### src/rtl/branch_resolve_unit.sv
// ============================================================================
// branch_resolve_unit : compares two operands for a branch opcode, registers
// the decision and squashes younger instructions after a taken branch.
// Rev 1.0 - initial release
// ============================================================================
`default_nettype none

module branch_resolve_unit #(
   parameter int WIDTH        = 32,
   parameter int SIGNED_CMP   = 1,
   parameter int FLUSH_CYCLES = 2,
   parameter int CNT_W        = 16
) (
   input  logic             clk,
   input  logic             rst,
   input  logic             in_valid,
   output logic             in_ready,
   input  logic [WIDTH-1:0] op_a,
   input  logic [WIDTH-1:0] op_b,
   input  logic [5:0]       opcode,
   output logic             out_valid,
   output logic             taken,
   output logic             flush,
   output logic [CNT_W-1:0] cnt_branches,
   output logic [CNT_W-1:0] cnt_taken
);

   localparam logic [3:0] FLUSH_LAST = 4'(FLUSH_CYCLES - 1);

   typedef enum logic [0:0] {
      IDLE  = 1'b0,
      FLUSH = 1'b1
   } state_t;

   state_t             state, state_nxt;
   logic [3:0]         fcnt, fcnt_nxt;
   logic               accept;
   logic               is_branch;
   logic               cond;
   logic signed [WIDTH:0] a_ext, b_ext;

   // One extra bit lets a single signed compare serve both orderings.
   always_comb begin
      if (SIGNED_CMP != 0) begin
         a_ext = {op_a[WIDTH-1], op_a};
         b_ext = {op_b[WIDTH-1], op_b};
      end else begin
         a_ext = {1'b0, op_a};
         b_ext = {1'b0, op_b};
      end
   end

   always_comb begin
      is_branch = 1'b1;
      cond      = 1'b0;
      case (opcode)
         6'h08:   cond = (op_a == op_b);
         6'h09:   cond = (op_a != op_b);
         6'h0A:   cond = (a_ext >= b_ext);
         6'h0B:   cond = (a_ext >  b_ext);
         6'h0C:   cond = (a_ext <= b_ext);
         6'h0D:   cond = (a_ext <  b_ext);
         default: is_branch = 1'b0;
      endcase
   end

   assign accept = in_valid && in_ready;

   always_comb begin
      state_nxt = state;
      fcnt_nxt  = fcnt;
      in_ready  = 1'b0;
      flush     = 1'b0;
      case (state)
         IDLE: begin
            in_ready = 1'b1;
            if (accept && is_branch && cond) begin
               state_nxt = FLUSH;
               fcnt_nxt  = FLUSH_LAST;
            end
         end
         FLUSH: begin
            flush = 1'b1;
            if (fcnt == 4'd0) begin
               state_nxt = IDLE;
            end else begin
               fcnt_nxt = fcnt - 4'd1;
            end
         end
         default: state_nxt = IDLE;
      endcase
   end

   always_ff @(posedge clk or posedge rst) begin
      if (rst) begin
         state        <= IDLE;
         fcnt         <= 4'd0;
         out_valid    <= 1'b0;
         taken        <= 1'b0;
         cnt_branches <= '0;
         cnt_taken    <= '0;
      end else begin
         state     <= state_nxt;
         fcnt      <= fcnt_nxt;
         out_valid <= accept;
         if (accept) begin
            taken <= is_branch && cond;
            // Counters stick at all-ones rather than wrapping.
            if (is_branch && (cnt_branches != {CNT_W{1'b1}}))
               cnt_branches <= cnt_branches + CNT_W'(1);
            if (is_branch && cond && (cnt_taken != {CNT_W{1'b1}}))
               cnt_taken <= cnt_taken + CNT_W'(1);
         end
      end
   end

endmodule

`default_nettype wire

### config.mk
export PLATFORM = sky130hd
export DESIGN_NAME = branch_resolve_unit
export DESIGN_NICKNAME = d
export VERILOG_FILES = /design/src/rtl/branch_resolve_unit.sv
export SDC_FILE = /design/constraint.sdc
export NUM_CORES = 1
export LEC_CHECK = 0
export BUFFER_PORTS_ARGS = -buffer_cell sky130_fd_sc_hd__buf_2
export CAP_MARGIN = 40
export CORE_MARGIN = 3
export CORE_UTILIZATION = 49
export CTS_CLUSTER_SIZE = 12
export DETAILED_ROUTE_END_ITERATION = 8
export HOLD_SLACK_MARGIN = 0.1
export PLACE_DENSITY = 0.81
export SLEW_MARGIN = 20
export SYNTH_ARGS = -nofsm -noshare
export SYNTH_HDL_FRONTEND = slang
export SYNTH_SLANG_ARGS = --single-unit
### constraint.sdc
create_clock -name clk -period 2.7 [get_ports clk]
set_input_delay 0.54 -clock clk [delete_from_list [all_inputs] [get_ports clk]]
set_output_delay 0.54 -clock clk [all_outputs]
set_load 0.05 [all_outputs]
==> qor.yml <==
rsz0062_at_grt: "false"
synthMuxAreaShare: 0.0123
ff2ff_path_depth: 8
syn_area_um2: 2760
worst_setup_path_start_kind: "input pin"
post-route-drc-count: 0
relSlewSlack: 0.675
cts_buffers: 5
fin_skew_ps: 7.98
synth_top_area_frac: 0.354
clk_path_buf_depth: 2
final.period_utilization: 0.937
via_per_inst: 5.22
grt_max_degree: 40
detail_route.iter0.violations: 92
async_reset_ff_frac: 1.00
synth-seq-cells: 39
antenna_cells: 0
clk_pin_slew_ps: 70
synthAdderAreaFrac: 0.159
power_density_nw_per_um2: 494
multi_input_area_um2: 1620
maxCapViolations: 0
synthDistinctLibCells: 41
synth_top_family_by_area: "simple AND/OR/NAND/NOR gates"
cts.repair.resized: 0
port_buffers: 108
critical_path_class: "input pin to register"
clk_latency_ps: 280
synthSimpleGateAreaFrac: 0.227
area_growth_pct: 27.5
status: "finished clean"
io_pins: 109
grt_pass1_vias: 2437
worstHoldPathType: "input pin to asynchronous set/reset pin"
synthCells: 293
grt_pass1_wl_mm: 10.1
fin_crit_ps: 2530
finalInstanceArea_um2: 3520
antenna_found_initial: 0
row_count: 26
yosysWarnings: 0
drive_above_1_share: 0.331
layout.cells.non_filler: 484
synth_ff_type: "dfrtp_1"
synth_edf_count: 0
place_inst: 478
initial_core_util: 0.523
cp-end-kind: "register"
htreeDepth: 2
hold_viol: 0
drv_slew: 0
synth.area.top_cells: "dfrtp_1, ha_1, xnor2_1, inv_1, nand2_1"
synth-seq-area-share: 0.354
required_ps: 2860
place_area_um2: 3430
whs_ps: 366
synthTopCellsByCount: "dfrtp_1, inv_1, ha_1, nand2_1, xnor2_1"
peakVddDrop_mv: 0.570
postCtsHoldBufs: 0
setup_viol: 0
clkSinkCount: 39
setup_ws_ps: 171
grt_overflow: 0
nNetsFinal: 523
wl_mm: 6.39
syn-num-nets: 401
post_synth.cell_area_avg_um2: 9.41
hpwl_mm: 5.36
synth_compound_area_frac: 0.0867
place_ws_ps: -179
wl_per_cell_um: 13.2
vias: 2528
worstMarginPinSlew_ps: 487
regArea_um2: 976
synth_top_area_cell: "dfrtp_1"
critPathArrivalTime_ps: 2690
die_area_um2: 6560
grtUsageTotal: 0.196
cts_setup_buffers: 0
leakagePower_nw: 1.93
die_h_um: 81.0
cts_root_buf: "clkbuf_8"
cts_tree: "done"
core_um2: 5270
nFillCells: 460
max_freq_mhz: 395
drt_pass1_iterations: 5
die_w_um: 81.0
drtAntennaViolNets: 0
yosys.area_share.xor_xnor: 0.0985
cp_max_fo: 5
gp_congestion: 0.822
[state kept, by name, summed over array words and instances, names as in the netlist]
name,count
cnt_branches,16
fcnt,4
out_valid,1
cnt_taken,16
state,1
taken,1
[cells in the final DEF, fill, tap and decap left out, drive strengths merged, types with 2 or more instances in the layout]
| cell | netlist | routed |
|---|---|---|
| a211oi | 3 | 3 |
| a21oi | 11 | 11 |
| a31oi | 4 | 4 |
| and3 | 12 | 12 |
| and4 | 3 | 3 |
| buf | 3 | 118 |
| clkbuf | 0 | 6 |
| dfrtp | 39 | 39 |
| ha | 35 | 35 |
| inv | 39 | 39 |
| mux2 | 3 | 3 |
| nand2 | 27 | 27 |
| nand2b | 3 | 3 |
| nand3 | 16 | 16 |
| nand3b | 3 | 3 |
| nand4 | 15 | 15 |
| nor2 | 15 | 15 |
| nor2b | 4 | 4 |
| nor3 | 3 | 3 |
| nor4 | 2 | 2 |
| o211ai | 2 | 2 |
| o21a | 2 | 2 |
| o21ai | 6 | 6 |
| o22ai | 2 | 2 |
| xnor2 | 26 | 26 |
| xor2 | 5 | 5 |
[path summary, 6_finish.rpt]
kind	from	to	slack [ps]
min in group clk	cnt_branches[6]	cnt_branches[6]	490
max in group asynchronous	rst	cnt_branches[6]	1990
max	op_b[14]	cnt_taken[1]	170
min reg2reg	cnt_branches[6]	cnt_branches[6]	490
min	rst	cnt_taken[11]	370
max reg2reg	state	cnt_taken[7]	520
[logic make-up (layout without fill, tap and decap cells)]
group | Yosys count | in the layout
buffers and inverters | 42 | 163
DFF | 39 | 39
AOI/OAI and AO/OA | 36 | 36
muxes | 3 | 3
and+or+nand+nor | 107 | 107
xor gates and xnor gates | 31 | 31
adders and majority gates | 35 | 35
[routing by layer]
layer	vias up	wire length [um]	track usage
li1	1267	-	-
met1	1169	2680	0.235
met2	78	3250	0.356
met3	14	330	0.0344
met4	0	128	0.0591
met5	-	0	0
[stage by stage]
| stage | power (mW) | TNS (ps) | utilization |
|---|---|---|---|
| global placement | 1.36 | -42.0 | 0.652 |
| detailed placement | 1.39 | -1370 | 0.652 |
| CTS | 1.75 | 0 | 0.665 |
| global route | 1.85 | 0 | 0.667 |
| finish | 1.74 | 0 | 0.667 |
| floorplan | 1.19 | 0 | - |
[worst max-delay path: stages]
cell	delay, ps
buf_2	70
inv_1	40
ha_1	290
nand4_1	220
nor4_4	380
a211oi_1	130
o21a_1	220
a31oi_1	170
o211ai_2	170
nand2_1	130
mux2_1	330
[report_power, final]
part / switching (mW) / internal [mW] / total (mW)
combinational: 0.410 / 0.227 / 0.637
clock: 0.183 / 0.172 / 0.355
sequential: 0.0817 / 0.663 / 0.745
[layout make-up]
class	instances	share of cell area
well taps	70	0.0249
inverters	39	0.0416
repair buffers	118	0.175
multi-input cells	212	0.460
clock buffers	6	0.0206
flip-flops and latches	39	0.278
No activity file was read; power rests on OpenSTA's default activity.
